## src/rtl/fetch_pkg.sv

```systemverilog
// Shared types and constants for the instruction-fetch sequencer.
package fetch_pkg;

    localparam int unsigned XLEN_DEFAULT         = 32;
    localparam logic [31:0] RESET_VECTOR_DEFAULT = 32'h0000_0000;
    localparam int unsigned PC_STEP              = 4;

    typedef enum logic [2:0] {
        S_IDLE,
        S_REQ,
        S_WAIT,
        S_HOLD,
        S_FAULT
    } state_t;

    // Instruction addresses must be 4-byte aligned.
    function automatic logic word_aligned(input logic [1:0] low_bits);
        return low_bits == 2'b00;
    endfunction

endpackage

```

## src/rtl/fetch_inst_buffer.sv

```systemverilog
// Single-entry holding register for a fetched instruction and its PC.
module fetch_inst_buffer
    import fetch_pkg::*;
#(
    parameter int unsigned XLEN = XLEN_DEFAULT
) (
    input  logic            CLK,
    input  logic            Reset,
    input  logic            load,
    input  logic            clear,
    input  logic [XLEN-1:0] load_data,
    input  logic [XLEN-1:0] load_pc,
    output logic            valid,
    output logic [XLEN-1:0] data,
    output logic [XLEN-1:0] pc,
    output logic [XLEN-1:0] pc_plus_4
);

    // Clearing drops only the valid flag; payload is don't-care until the next load.
    always_ff @(posedge CLK or posedge Reset) begin
        if (Reset) begin
            valid     <= 1'b0;
            data      <= '0;
            pc        <= '0;
            pc_plus_4 <= '0;
        end else if (clear) begin
            valid <= 1'b0;
        end else if (load) begin
            valid     <= 1'b1;
            data      <= load_data;
            pc        <= load_pc;
            pc_plus_4 <= load_pc + XLEN'(PC_STEP);
        end
    end

endmodule

```

## src/rtl/fetch_sequencer.sv

```systemverilog
// Handshake-aware program counter: one outstanding fetch, redirect handling,
// stale-response discard and a sticky misaligned-target fault.
module fetch_sequencer
    import fetch_pkg::*;
#(
    parameter int unsigned     XLEN         = XLEN_DEFAULT,
    parameter logic [XLEN-1:0] RESET_VECTOR = XLEN'(RESET_VECTOR_DEFAULT)
) (
    input  logic            CLK,
    input  logic            Reset,
    output logic            imem_req_valid,
    input  logic            imem_req_ready,
    output logic [XLEN-1:0] imem_req_addr,
    input  logic            imem_rsp_valid,
    input  logic [XLEN-1:0] imem_rsp_data,
    output logic            inst_valid,
    input  logic            inst_ready,
    output logic [XLEN-1:0] inst_data,
    output logic [XLEN-1:0] inst_pc,
    output logic [XLEN-1:0] inst_pc_plus_4,
    input  logic            redirect_valid,
    input  logic [XLEN-1:0] redirect_target,
    output logic            misalign_fault,
    output logic [XLEN-1:0] fault_pc
);

    state_t          state, state_next;
    logic [XLEN-1:0] pc, pc_next;
    logic [XLEN-1:0] fault_pc_next;
    logic            discard, discard_next;
    logic            fault_next;
    logic            buf_load, buf_clear;
    logic            redirect_ok, redirect_bad, take_fault;

    assign redirect_ok  = redirect_valid && word_aligned(redirect_target[1:0]);
    assign redirect_bad = redirect_valid && !word_aligned(redirect_target[1:0]);
    assign take_fault   = redirect_bad &&
                          (state == S_REQ || state == S_WAIT || state == S_HOLD);

    assign imem_req_valid = (state == S_REQ);
    assign imem_req_addr  = pc;

    always_ff @(posedge CLK or posedge Reset) begin
        if (Reset) begin
            state          <= S_IDLE;
            pc             <= RESET_VECTOR;
            discard        <= 1'b0;
            misalign_fault <= 1'b0;
            fault_pc       <= '0;
        end else begin
            state          <= state_next;
            pc             <= pc_next;
            discard        <= discard_next;
            misalign_fault <= fault_next;
            fault_pc       <= fault_pc_next;
        end
    end

    always_comb begin
        state_next    = state;
        pc_next       = pc;
        discard_next  = discard;
        fault_next    = misalign_fault;
        fault_pc_next = fault_pc;
        buf_load      = 1'b0;
        buf_clear     = 1'b0;

        case (state)
            S_IDLE: state_next = S_REQ;

            S_REQ: begin
                // A request accepted alongside a redirect is already stale.
                if (imem_req_ready) begin
                    state_next   = S_WAIT;
                    discard_next = redirect_ok;
                end
                if (redirect_ok) pc_next = redirect_target;
            end

            S_WAIT: begin
                if (imem_rsp_valid) begin
                    discard_next = 1'b0;
                    if (discard || redirect_ok) begin
                        state_next = S_REQ;
                    end else begin
                        buf_load   = 1'b1;
                        state_next = S_HOLD;
                    end
                end else if (redirect_ok) begin
                    discard_next = 1'b1;
                end
                if (redirect_ok) pc_next = redirect_target;
            end

            S_HOLD: begin
                if (redirect_ok) begin
                    pc_next    = redirect_target;
                    buf_clear  = 1'b1;
                    state_next = S_REQ;
                end else if (inst_ready) begin
                    pc_next    = pc + XLEN'(PC_STEP);
                    buf_clear  = 1'b1;
                    state_next = S_REQ;
                end
            end

            S_FAULT: state_next = S_FAULT;

            default: state_next = S_IDLE;
        endcase

        // Misaligned redirect overrides everything and freezes the pc.
        if (take_fault) begin
            state_next    = S_FAULT;
            pc_next       = pc;
            discard_next  = 1'b0;
            fault_next    = 1'b1;
            fault_pc_next = redirect_target;
            buf_load      = 1'b0;
            buf_clear     = 1'b1;
        end
    end

    fetch_inst_buffer #(.XLEN(XLEN)) u_inst_buffer (
        .CLK       (CLK),
        .Reset     (Reset),
        .load      (buf_load),
        .clear     (buf_clear),
        .load_data (imem_rsp_data),
        .load_pc   (pc),
        .valid     (inst_valid),
        .data      (inst_data),
        .pc        (inst_pc),
        .pc_plus_4 (inst_pc_plus_4)
    );

endmodule
```

## config.mk

```make
export PLATFORM = sky130hd
export DESIGN_NAME = fetch_sequencer
export DESIGN_NICKNAME = d
export VERILOG_FILES = /design/src/rtl/fetch_pkg.sv /design/src/rtl/fetch_inst_buffer.sv /design/src/rtl/fetch_sequencer.sv
export SDC_FILE = /design/constraint.sdc
export NUM_CORES = 1
export LEC_CHECK = 0
export CORE_ASPECT_RATIO = 0.6
export CORE_MARGIN = 2
export CORE_UTILIZATION = 51
export DETAILED_ROUTE_END_ITERATION = 8
export GPL_ROUTABILITY_DRIVEN = 0
export PLACE_DENSITY = 0.94
export SETUP_SLACK_MARGIN = 0.5
export SLEW_MARGIN = 10
export SYNTH_ARGS = -nofsm -noshare
export SYNTH_HDL_FRONTEND = slang
export SYNTH_SLANG_ARGS = --single-unit
```

## constraint.sdc

```tcl
create_clock -name CLK -period 14.1 [get_ports CLK]
set_input_delay 2.115 -clock CLK [delete_from_list [all_inputs] [get_ports CLK]]
set_output_delay 2.115 -clock CLK [all_outputs]
set_load 0.02 [all_outputs]
```

==> results.sh <==
export IMPL_seqCellArea_sq_mm=0.00410
export IMPL_fill_cells=988
export IMPL_r2r_start="state[2]"
export IMPL_p_leak_nw=4.45
export IMPL_synth_edf_count=0
export IMPL_coreArea_sq_mm=0.0144
export IMPL_synth_top_area_share=0.548
export IMPL_grt_first_pass_wirelength_microns=32400
export IMPL_synth_nets=696
export IMPL_crit_start="redirect_valid"
export IMPL_yosys_area_top_type="dfrtp_1"
export IMPL_multi_input_area_sq_mm=0.00313
export IMPL_clock_fmax_ghz=0.220
export IMPL_antenna_found_initial=0
export IMPL_placed_area_sq_mm=0.00986
export IMPL_start_util=0.520
export IMPL_fin_nets=907
export IMPL_ys_flop_type="dfrtp_1"
export IMPL_synth_xor_area_share=0.0327
export IMPL_required_ns=14.39
export IMPL_syn_area_sq_mm=0.00749
export IMPL_netlist_instances=625
export IMPL_final_cell_mix="232 x clkdlybuf4s50_1, 164 x dfrtp_1, 65 x mux2_2"
export IMPL_report_final_slew_viol_count=0
export IMPL_grt_max_degree=100
export IMPL_fp_dieW_microns=161
export IMPL_dieHeight_microns=97.9
export IMPL_powerDensity_mw_per_mm2=235
export IMPL_startpoint_type="input port"
export IMPL_ir_drop_uv=123
export IMPL_vias=5822
export IMPL_path_class="input port to register"
export IMPL_grt_overflow_total=0
export IMPL_drc=0
export IMPL_cts_tree="yes"
export IMPL_synth_compound_area_share=0.102
export IMPL_clockRootBuffer="clkbuf_16"
export IMPL_tightest_slew_ns=1.14
export IMPL_avgSynthCellArea_sq_um=12.0
export IMPL_max_slew_margin=0.241
export IMPL_ys_async_sr_fraction=1.00
export IMPL_top_level_ports=233
export IMPL_hpwl_microns=14200
export IMPL_setup_tns_final_ns=0
export IMPL_worst_path_max_fanout=79
export IMPL_cp_data_arrival_time_ns=4.83
export IMPL_cts_setup_buffers=0
export IMPL_finalSetupViolations=0
export IMPL_row_count=34
export IMPL_final_common_cell="clkdlybuf4s50_1"
export IMPL_cts_hold_fix_buffers=0
export IMPL_cts_clk_slew_worst_paths_ns=0.06
export IMPL_routed_wl_microns=20400
export IMPL_die_area_sq_mm=0.0157
export IMPL_hp_class="register to register"
export IMPL_min_delay_start="misalign_fault"
export IMPL_drt_initial_drc_count=423
export IMPL_clockBufferDepth=2
export IMPL_ys_ff_latch=164
export IMPL_hold_violations=0
export IMPL_skew_ns=0.0139
export IMPL_fin_area_sq_mm=0.0105
export IMPL_synthMuxAreaShare=0.166
export IMPL_drtAntennaViolNets=0
export IMPL_clkSinkCount=164
export IMPL_portBuffers=232
export IMPL_dr_pass1_iters=5
export IMPL_grt_pass1_vias=5932
export IMPL_yosys_warnings=0
export IMPL_htreeDepth=4
export IMPL_outcome="completed"
export IMPL_insertion_delay_ns=0.41
export IMPL_grt_use_total=0.263
export IMPL_fin_util=0.725
export IMPL_area_delta_synth_final_pct=39.5
export IMPL_synthAdderAreaFrac=0.00167
export IMPL_drive_gt1_frac=0.180
export IMPL_synth_top_family_by_area="multiplexers"
export IMPL_synth_cell_type_count=57
export IMPL_num_antenna_cells=0
export IMPL_synthTopCellsByArea="dfrtp_1 55%, mux2_2 9.8%, mux2_4 6.6%, nand2_1 3.2%, o21ai_0 2.7%"
export IMPL_maxCapViolations=0
export IMPL_synth_simple_gate_area_frac=0.111
export IMPL_seq_area_frac_synth=0.548
export IMPL_cts_resized=0
export IMPL_rsz0062_at_grt="no"
export IMPL_final_period_minus_worst_setup_slack_ns=4.54
export IMPL_vias_per_cell=5.57
export IMPL_finalCritPeriodShare=0.322
export IMPL_cts_buffers=17
export IMPL_end_kind="register"
export IMPL_wl_per_cell_microns=19.5
logic make-up after synthesis:
logic type | after synthesis
AO/OA/AOI/OAI | 124
multiplexers | 100
buffers and inverters | 50
AND/OR/NAND/NOR | 158
adder cells (fa/ha/maj) | 1
XOR/XNOR | 28
flip-flops | 164
final timing paths:
path                                          endpoint  slack [ns]  cells after the start
setup reg to reg                u_inst_buffer.data[31]       11.30                      4
min in group asynchronous        u_inst_buffer.data[6]        2.27                      2
hold reg to reg                         misalign_fault        0.47                      1
setup / recovery                u_inst_buffer.data[31]        9.56                      5
max in group asynchronous  u_inst_buffer.pc_plus_4[22]       10.43                      3
hold / removal                          misalign_fault        0.47                      1
cell usage after synthesis, drive strengths merged, types with 4 or more instances:
cell and n:
a21oi 32, a2bb2oi 7, and3 7, and4 7, buf 34, clkbuf 12, dfrtp 164, inv 4
mux2 98, nand2 64, nand3 22, nand4 7, nor2 22, nor3 6, nor4 4, o21a 5
o21ai 45, o22ai 13, or2 4, xnor2 13, xor2 15
worst max-delay path, stage by stage:
cell	delay, ns
clkdlybuf4s50_1	0.64
or2_4	0.20
or3_4	0.52
buf_4	0.89
mux2_2	0.42
per-layer routing:
layer / wire (microns) / vias to the layer above / global-route usage
met5: 0 / - / 0
li1: - / 2648 / -
met1: 9450 / 2919 / 0.375
met4: 103 / 0 / 0.0506
met2: 9170 / 247 / 0.407
met3: 1680 / 8 / 0.0782
power breakdown:
| part | internal, mW | switching (mW) | leakage, nW |
|---|---|---|---|
| sequential | 0.672 | 0.200 | 2.05 |
| combinational | 0.575 | 0.545 | 2.12 |
| clock | 0.269 | 0.196 | 0.275 |
state kept, by name, summed over array words and instances (netlist names):
register	count
discard	1
fault_pc	32
imem_req_addr	32
misalign_fault	1
state	3
u_inst_buffer.data	32
u_inst_buffer.pc	30
u_inst_buffer.pc_plus_4	32
u_inst_buffer.valid	1
through the flow:
stage               setup WS (ns)  hold WS (ns)  power [mW]  cells
global placement             9.20         0.453        1.96   1015
CTS                          9.56         0.476        2.47   1046
floorplan                    7.55         0.529        1.45    625
finish                       9.56         0.472        2.46   1046
detailed placement           9.12         0.465        2.00   1015
global route                 9.42         0.496        2.58   1046
area by class of cell:
cell class / count / share of cell area
clock buffers: 19 / 0.0424
clock inverters: 12 / 0.0139
inverters: 4 / 0.00192
multi-input cells: 411 / 0.299
flip-flops and latches: 164 / 0.393
well taps: 198 / 0.0237
repair buffers: 238 / 0.226
Note: power is estimated with default switching activity, not from simulation.
